==> src/rtl/regfile_sched_pkg.sv <==
// Shared types and sizes for the register-file write scheduler.
// Holds the FSM state encoding and the register-file geometry.
package regfile_sched_pkg;

    localparam int WIDTH    = 32;
    localparam int ADDR_W   = 5;
    localparam int NUM_REGS = 32;
    localparam int CLR_LAST = 31;

    typedef enum logic {
        ARB   = 1'b0,
        CLEAR = 1'b1
    } state_t;

endpackage

==> src/rtl/regfile_write_scheduler_rr_arbiter2.sv <==
// Two-way round-robin arbiter with an internal 1-bit pointer.
// The pointer moves to the loser whenever a grant is consumed.
module rr_arbiter2 (
    input  logic       clk,
    input  logic       rst_n,
    input  logic [1:0] req,
    input  logic       advance,
    output logic [1:0] grant
);

    logic ptr;

    always_comb begin
        grant = req;
        if (req == 2'b11) begin
            grant = ptr ? 2'b10 : 2'b01;
        end
    end

    always_ff @(posedge clk or negedge rst_n) begin
        if (!rst_n) begin
            ptr <= 1'b0;
        end else if (advance && (|grant)) begin
            ptr <= grant[0];
        end
    end

endmodule

==> src/rtl/regfile_write_scheduler.sv <==
// Merges two write requesters and a zeroing sweep onto one
// register-file write port with registered outputs.
module regfile_write_scheduler #(
    parameter int WIDTH  = 32,
    parameter int ADDR_W = 5
) (
    input  logic              clk,
    input  logic              rst_n,
    input  logic              req0_valid,
    output logic              req0_ready,
    input  logic [ADDR_W-1:0] req0_addr,
    input  logic [WIDTH-1:0]  req0_data,
    input  logic              req1_valid,
    output logic              req1_ready,
    input  logic [ADDR_W-1:0] req1_addr,
    input  logic [WIDTH-1:0]  req1_data,
    input  logic              clr_start,
    output logic              clr_busy,
    output logic              rf_we,
    output logic [ADDR_W-1:0] rf_waddr,
    output logic [WIDTH-1:0]  rf_wdata,
    output logic              grant_id,
    output logic [7:0]        wr_count
);

    import regfile_sched_pkg::*;

    state_t            state;
    state_t            state_nxt;
    logic [ADDR_W-1:0] clr_cnt;
    logic [ADDR_W-1:0] clr_cnt_nxt;
    logic [1:0]        req;
    logic [1:0]        grant;
    logic              advance;
    logic              we_nxt;
    logic [ADDR_W-1:0] waddr_nxt;
    logic [WIDTH-1:0]  wdata_nxt;
    logic              gid_nxt;
    logic [ADDR_W-1:0] sel_addr;
    logic [WIDTH-1:0]  sel_data;

    assign req     = {req1_valid, req0_valid};
    assign advance = (state == ARB) && !clr_start && (|req);

    rr_arbiter2 u_arb (
        .clk     (clk),
        .rst_n   (rst_n),
        .req     (req),
        .advance (advance),
        .grant   (grant)
    );

    assign req0_ready = advance && grant[0];
    assign req1_ready = advance && grant[1];
    assign clr_busy   = (state == CLEAR);
    assign sel_addr   = grant[1] ? req1_addr : req0_addr;
    assign sel_data   = grant[1] ? req1_data : req0_data;

    always_comb begin
        state_nxt   = state;
        clr_cnt_nxt = clr_cnt;
        we_nxt      = 1'b0;
        waddr_nxt   = rf_waddr;
        wdata_nxt   = rf_wdata;
        gid_nxt     = grant_id;
        unique case (state)
            ARB: begin
                if (clr_start) begin
                    state_nxt   = CLEAR;
                    clr_cnt_nxt = ADDR_W'(1);
                    we_nxt      = 1'b1;
                    waddr_nxt   = ADDR_W'(1);
                    wdata_nxt   = '0;
                    gid_nxt     = 1'b0;
                end else if (advance) begin
                    // Writes to x0 are consumed but never reach the file.
                    we_nxt    = (sel_addr != '0);
                    waddr_nxt = sel_addr;
                    wdata_nxt = sel_data;
                    gid_nxt   = grant[1];
                end
            end
            CLEAR: begin
                if (clr_cnt == ADDR_W'(CLR_LAST)) begin
                    state_nxt = ARB;
                end else begin
                    clr_cnt_nxt = clr_cnt + ADDR_W'(1);
                    we_nxt      = 1'b1;
                    waddr_nxt   = clr_cnt + ADDR_W'(1);
                    wdata_nxt   = '0;
                    gid_nxt     = 1'b0;
                end
            end
            default: state_nxt = ARB;
        endcase
    end

    always_ff @(posedge clk or negedge rst_n) begin
        if (!rst_n) begin
            state    <= ARB;
            clr_cnt  <= '0;
            rf_we    <= 1'b0;
            rf_waddr <= '0;
            rf_wdata <= '0;
            grant_id <= 1'b0;
            wr_count <= '0;
        end else begin
            state    <= state_nxt;
            clr_cnt  <= clr_cnt_nxt;
            rf_we    <= we_nxt;
            rf_waddr <= waddr_nxt;
            rf_wdata <= wdata_nxt;
            grant_id <= gid_nxt;
            wr_count <= wr_count + 8'(we_nxt);
        end
    end

endmodule

==> config.mk <==
export PLATFORM = sky130hd
export DESIGN_NAME = regfile_write_scheduler
export DESIGN_NICKNAME = d
export VERILOG_FILES = /design/src/rtl/regfile_sched_pkg.sv /design/src/rtl/regfile_write_scheduler_rr_arbiter2.sv /design/src/rtl/regfile_write_scheduler.sv
export SDC_FILE = /design/constraint.sdc
export NUM_CORES = 1
export LEC_CHECK = 0
export ABC_AREA = 1
export BUFFER_PORTS_ARGS = -buffer_cell sky130_fd_sc_hd__buf_2
export CELL_PAD_IN_SITES_DETAIL_PLACEMENT = 1
export CELL_PAD_IN_SITES_GLOBAL_PLACEMENT = 1
export CORE_UTILIZATION = 34
export CTS_CLUSTER_SIZE = 30
export DETAILED_ROUTE_END_ITERATION = 16
export PLACE_DENSITY = 0.88
export SETUP_SLACK_MARGIN = 0.5
export SLEW_MARGIN = 10
export SYNTH_ARGS = -nofsm -noshare
export SYNTH_HDL_FRONTEND = slang
export SYNTH_SLANG_ARGS = --single-unit
==> constraint.sdc <==
create_clock -name clk -period 6.27 [get_ports clk]
set_clock_uncertainty 0.2 [all_clocks]
set_input_delay 0.9405 -clock clk [delete_from_list [all_inputs] [get_ports clk]]
set_output_delay 0.9405 -clock clk [all_outputs]
set_load 0.01 [all_outputs]
# Word level (Yosys, flattened, before mapping)
# Cells that the tools add are included.
# totals
ff_bits	54
input_bits	79
out_inout_bits	50
word_cells	51
# op_classes
addsub	2
eq_ne	5
n_mux	24
n_bitwise	1
n_reduce_logical	11
# ops
cell	n
$mux 32	4
$pmux 32 s2	1
$mux 5	5
$pmux 5 s2	2
$add 8x1->8	1
$mux 1	7
$pmux 1 s2	3
$add 5x1->5 const B	1
$eq 5x5->1 const B	1
$logic_and 1x1->1	5
$reduce_bool 5->1	1
$mux 2	2
$ne 2x2->1 const B	2
$reduce_and 2->1	2
$reduce_or 2->1	2
$ne 3x3->1 const B	1
$eq 2x2->1 const B	1
$logic_not 1->1	1
$not 1->1	1

# Logic depth before layout (Yosys ltp)
# Gate-level depths: netlist of run 1.
# logic_depth
word_depth	8
mapped_depth	14
mapped_depth_nobuf	13

# Hierarchy
# A second synthesis of run 1 with hierarchy kept.
# hier_totals
cells_unflattened	337
area_unflattened_um2	2683.8
# by_module_without_submodules
module	instances	cells_each	area_each_um2	seq_area_each_um2
regfile_write_scheduler	1	329	2623.8	1326.3
rr_arbiter2	1	8	60.1	25.0

# Worst setup path before layout of run 1
# No wires, ideal clock.
# synth_path
kind	input -> output
from	input port req1_valid
to	output port req1_ready
arrival_time_ns	1.491
required_ns	5.129
setup_slack_ns	3.639
cell_stages	4
n_path_buf	2
cell_sequence	buf_4 -> nand2_2 -> clkbuf_1 -> nor2_1
# synth_via
elab_chain_len	3
elab_cells_between_ends	5
cone_classes	eq/ne: 1; mux: 1; reduce/logical: 3
# synth_rtl
item	line	rtl
start: declaration	regfile_write_scheduler.sv:13	input logic req1_valid,
$eq 2x2->1 / $reduce_or 2->1 (equally long branches)	regfile_write_scheduler_rr_arbiter2.sv:15, regfile_write_scheduler.sv:43	
$mux 2 / $logic_and 1x1->1 (equally long branches)	regfile_write_scheduler_rr_arbiter2.sv:15, regfile_write_scheduler.sv:43	
$logic_and 1x1->1 (*)	regfile_write_scheduler.sv:54	assign req1_ready = advance && grant[1];
end: declaration	regfile_write_scheduler.sv:14	output logic req1_ready,
# Every way passes the cells marked *; elsewhere a longest branch is shown, timed or not.

# Worst setup path after layout of run 1
# layout_path
from	input port req0_valid
to	output port req1_ready
# layout_via
elab_chain_len	3
elab_cells_between_ends	5
cone_classes	eq/ne: 1; mux: 1; reduce/logical: 3
# layout_rtl
item	line	rtl
start: declaration	regfile_write_scheduler.sv:9	input logic req0_valid,
$eq 2x2->1 / $reduce_or 2->1 (equally long branches)	regfile_write_scheduler_rr_arbiter2.sv:15, regfile_write_scheduler.sv:43	
$mux 2 / $logic_and 1x1->1 (equally long branches)	regfile_write_scheduler_rr_arbiter2.sv:15, regfile_write_scheduler.sv:43	
$logic_and 1x1->1 (*)	regfile_write_scheduler.sv:54	
# Marked as above.

==> impl_results.md, run 1 <==
- Met2 wire len: 3.553 mm
- Largest net degree at the start of global routing: 55
- # hold bufs at CTS: 0
- Post-route ant nets: 0
- RR Endpoint: wr_count[6]
- Final setup viols: 0
- # diodes: 0
- Number of synthesized flops with an enable pin: 0
- Worst skew pair latency: around 0.30 ns
- Dpl hpwl: 5.673 mm
- Post-Synth XOR/XNOR Area: 0.02027
- Final routed DRC violation total: 0
- RSZ-0062 raised after global routing: no
- CP max FO: 40
- Setup TNS: 0 ns
- Die width: between 80 and 90 um
- Status: finished, final reports clean
- Fmax: roughly 320 MHz
- CP Class: in2out
- Die area: 7978 um^2
- Gpl congestion: just under 0.8
- Crit path launch type: input port
- Ports: 129
- Worst r2r src: clr_busy
- Clock sinks: 54
- DR vias: ~2500
- Sequential-to-total area share from yosys stat: 0.5212
- # resized after CTS: 0
- CTS Buf Count: 5
- PwrDens: around 330 nW/um^2
- CP Capture Type: primary output
- FP Rows: 31
- # H-tree levels: 2
- CTS Root Cell: clkbuf_8
- Antenna violations before repair: 0
- Initial drt markers: between 50 and 60
- Max-cap violations: 0
- CP arrival: roughly 2.0 ns
- Total gr overflow: 0
- Slowest stage cell, crit path: nand2_2
- Max-slew violations: 0
- Most frequent cells in the layout: 128 x buf_2, 63 x nand2_1, 54 x dfrtp_1
- Worst r2r path cells: 9
- Pre-Repair DR Iteration Count: 4
- Post-Route M1 WL: roughly 3.3 mm
- DR top layer: met4
- Via-to-Cell Ratio: 4.788
- Syn Nets: a little under 400
- Multiplexer area fraction after synthesis: 0
- Layout net count: approximately 510
- Synth cell types: 26
- Ys flop type: dfrtp_1
- Slew @ Worst Pin: between 1 and 1.5 ns
- Dominant combinational cell family by area after synthesis: simple AND/OR/NAND/NOR gates
- Initial Utilization: 0.3536
- Adder-Cell Fraction of Synth Area: 0.01931
- Worst Setup EP: req1_ready
- Max stage delay on crit path: 0.39 ns
- Share of cells above drive strength 1: 0.3427
- Flop-to-flop setup slack: between 3 and 4 ns
- Synthesized instance count: 308
- Worst Hold Class: reg2reg
- Mean post-synth cell area: around 8.4 um^2
- CTS Buffer Depth: 2
- Wire length on met3: ~540 um
- First-pass GRT wire length: around 12 mm
- Synth Cell Area: roughly 2600 um^2
- Final Hold Vio Count: 0
- Port bufs: around 130
- CTS tree: built
- Average wire per cell in the routed design: 14.32 um
- Routed wire length: 7.563 mm
- Die height: approximately 89 um
- Worst VDD drop: between 0.0001 and 0.00015 V
- Synthesis-stage register bit count: 54
- Post-Synth Simple-Gate Area: 0.2109
- Layout area overhead: 30.16%
- Rel. slew slack: 0.3247
- Reg clk slew, reported paths: 0.09 ns
- Crit path required time: ~5.1 ns
- Async set or reset register ratio after synthesis: 1.000
- Vias in the first global route: about 2500
- Period utilization: 0.5026
- # fillers: between 900 and 1000
- Min Hold Slack: 0.2736 ns
- Core area: approximately 7300 um^2
- Tmin final: approximately 3.2 ns
- Worst setup path start: req0_valid
- Setup Fix Bufs, Post-CTS: 0
- Compound-gate portion of the synthesized area: 0.1583
- Crit path cell chain: buf_2, nand2_2, nand2_2, nor2_1, buf_2
- Ys Warns: 0
- Most common cell after layout, fill and taps aside: buf_2
- Lkg Pwr: 1.807 nW
- Gr usage total: 0.2006
[cell usage after synthesis (5+ instances only)]
master / instances / area share
nand2_1: 63 / 0.091
dfrtp_1: 54 / 0.52
o21ai_0: 47 / 0.091
nor2_1: 42 / 0.061
o21ai_1: 22 / 0.042
inv_1: 17 / 0.025
nand3_1: 12 / 0.023
buf_2: 7 / 0.014
xor2_1: 5 / 0.017
[worst min-delay path by stage]
stage	slack (ns)	to	cells after the start	from
floorplan	0.25	clr_cnt[4]	2	clr_cnt[4]
global placement	0.26	wr_count[7]	1	wr_count[7]
detailed placement	0.26	wr_count[7]	1	wr_count[7]
CTS	0.28	wr_count[7]	1	wr_count[7]
global route	0.30	wr_count[7]	1	wr_count[7]
finish	0.27	wr_count[7]	1	wr_count[7]
[kinds of logic (layout without fill, tap and decap cells)]
group           Yosys count  after routing
fa+ha+maj                 4              4
xor+xnor                  6              6
compound gates           78             78
flops                    54             54
simple gates            129            129
buf+inv                  37            158
[registers in the layout, indices dropped and copies added, names as in the netlist]
signal,flops
clr_busy,1
u_arb.ptr,1
wr_count,8
rf_we,1
grant_id,1
rf_waddr,5
clr_cnt,5
rf_wdata,32
[metrics by stage]
step	power [mW]	area (um^2)	cells	setup WS, ns	util
global route	1.200	3374	528	2.965	0.4603
CTS	1.132	3374	528	3.122	0.4603
finish	1.113	3374	528	3.119	0.4603
detailed placement	0.8893	3262	520	2.859	0.4450
global placement	0.8665	3262	520	2.943	0.4450
floorplan	0.7403	2592	308	3.639	-
[critical path, delay by kind of cell]
kind	cells	cell delay [ns]
simple gates	3	0.78
buf+inv	2	0.29
[report_power, final]
| group | switching, mW | internal [mW] | leakage [nW] |
|---|---|---|---|
| combinational | 0.230 | 0.148 | 1.05 |
| sequential | 0.0675 | 0.431 | 0.701 |
| clock | 0.117 | 0.120 | 0.0585 |
[area by class of cell]
type	instances	area, um^2	area share
clock buffers	5	68.82	0.02039
clock inverters	3	43.79	0.01298
inverters	21	78.83	0.02336
multi-input cells	217	1060	0.3141
flip-flops and latches	54	1351	0.4004
well taps	99	123.9	0.03671
repair buffers	129	648.1	0.1921
[layer usage]
layer  up-vias  track usage
met4         0      0.07071
met5         -            0
met3        11      0.05355
met2        98       0.3338
li1       1240            -
met1      1179       0.2523
(Power assumes the default switching activity.)
==> inputs of run 2 (changes only) <==
Settings changed: CORE_UTILIZATION 34 to 32, PLACE_DENSITY 0.88 to 0.84.
Clock period 6.27 ns to 2.9 ns, I/O delays scaled along.
==> impl_results.md, run 2 (synthesis gave the netlist of run 1 again) <==
- Status: finished, final reports clean
- CTS Buffer Depth: 2
- Routed wire length: between 7 and 8 mm
- # H-tree levels: 2
- Die area: around 8500 um^2
- Max-slew violations: 0
- Lkg Pwr: between 1.5 and 2 nW
- Gr usage total: 0.1877
- Tot Pwr: between 2 and 3 mW
- Final worst setup slack: 0.6091 ns
- Final setup viols: 0
- CP arrival: ~2.3 ns
- Layout area overhead: 34.80%
- Worst skew pair latency: between 0.3 and 0.4 ns
- Worst Hold Class: in2reg
- Crit path launch type: register
- Pre-Repair DR Iteration Count: 4
- RSZ-0062 raised after global routing: no
- Max-cap violations: 0
- Worst VDD drop: roughly 0.00022 V
- CTS tree: built
- Hold path start: req0_data[18]
- Slew @ Worst Pin: approximately 1.1 ns
- Worst r2r path cells: 12
- Antenna violations before repair: 0
- Period utilization: 0.7900
- Total gr overflow: 0
- Clock sinks: 54
- Port bufs: approximately 130
- Non-Filler Instances: approximately 540
- CP Class: reg2reg
- Share of cells above drive strength 1: 0.3664
- Tmin final: approximately 2.3 ns
- Dpl cells: 525
- Final Hold Vio Count: 0
- Most frequent cells in the layout: 128 x buf_2, 62 x nand2_1, 54 x dfrtp_1
- Average wire per cell in the routed design: ~14 um
- CP Capture Type: register
- Die width: between 90 and 100 um
- Reg clk slew, reported paths: ~0.10 ns
- Hold Crit Depth: 3
- Dpl cell area: roughly 3300 um^2
- Initial Utilization: 0.3338
- Top Registers: rf_wdata x32, wr_count x8
- DR vias: 2570
- Fmax: about 440 MHz
- Most common cell after layout, fill and taps aside: buf_2
- CP max FO: 3
- First-pass GRT wire length: approximately 13 mm
- Final routed DRC violation total: 0
- PwrDens: between 700 and 800 nW/um^2
- Ports: approximately 130
- # diodes: 0
- Via-to-Cell Ratio: between 4 and 5
- FP Rows: 32
- Max FFs per register: 32
- Pre-CTS setup slack: 0.3675 ns
- Gpl congestion: about 0.80
- Setup TNS: 0 ns
- CTS Root Cell: clkbuf_8
- Die height: a little over 90 um
- Crit path required time: about 2.9 ns
- Largest net degree at the start of global routing: 40
- Post-route ant nets: 0
- Initial drt markers: 78
- Layout net count: between 500 and 600
- Core area: roughly 7800 um^2
- Worst r2r src: clr_cnt[1]
- Top reg by flops: rf_wdata
- Dpl hpwl: ~5.6 mm
- CTS Buf Count: 5
- Worst setup path start: clr_cnt[1]
- Vias in the first global route: roughly 2700
- Final Cell Area: ~3500 um^2
- Rel. slew slack: 0.2949
## run 2: layout make-up
class	count	area (um^2)
fillers	990	4273
flip-flops and latches	54	1351
multi-input cells	217	1122
repair buffers	134	700.7
well taps	102	127.6
inverters	21	78.83
clock buffers	5	68.82
clock inverters	3	45.04
## run 2: per-stage QoR
step / util / hold slack (ns)
floorplan: - / -0.06059
global placement: 0.4246 / 0.2616
detailed placement: 0.4246 / 0.2697
finish: 0.4499 / 0.1787
CTS: 0.4418 / 0.1690
global route: 0.4499 / 0.1802
## run 2: layer usage
metal | part of all wire | wire length [um] | vias up | GRT usage
met4 | 0.0076 | 58 | 0 | 0.03516
li1 | - | - | 1249 | -
met3 | 0.058 | 442 | 7 | 0.04063
met5 | 0 | 0 | - | 0
met2 | 0.49 | 3775 | 86 | 0.3259
met1 | 0.44 | 3372 | 1228 | 0.2413
## run 2: worst paths after layout
| path | slack, ns | to |
|---|---|---|
| min in group asynchronous | 0.50 | rf_waddr[3] |
| setup / recovery | 0.61 | wr_count[6] |
| hold / removal | 0.18 | rf_wdata[18] |
| setup reg to reg | 0.61 | wr_count[6] |
| hold reg to reg | 0.27 | wr_count[7] |
| max in group asynchronous | 1.43 | rf_wdata[6] |
## run 2: worst max-delay path, stage by stage (launching register included)
cell,delay (ns)
dfrtp_1,0.42
ha_1,0.22
nand2_1,0.07
nor2_1,0.04
ha_1,0.20
nand2_2,0.10
o21ai_4,0.08
nor2_4,0.14
ha_4,0.17
ha_4,0.14
nand3_2,0.08
nor3_2,0.21
xor2_1,0.15
## run 2: power breakdown
part           internal [mW]  total (mW)  switching, mW
Combinational          0.378       0.936          0.557
Sequential             0.932        1.09          0.156
Clock                  0.257       0.509          0.252
Total                   1.57        2.53          0.966
## run 2: timing repair
| item | in CTS | in global routing |
|---|---|---|
| hold buffers | 1 | 0 |
| pin swaps | 0 | 4 |
| hold endpoints to repair | 28 | 0 |
| resized for setup | 1 | 11 |
| gates cloned | 0 | 0 |
| buffers inserted | 1 | 1 |
| endpoints found under the setup margin | 2 | 29 |
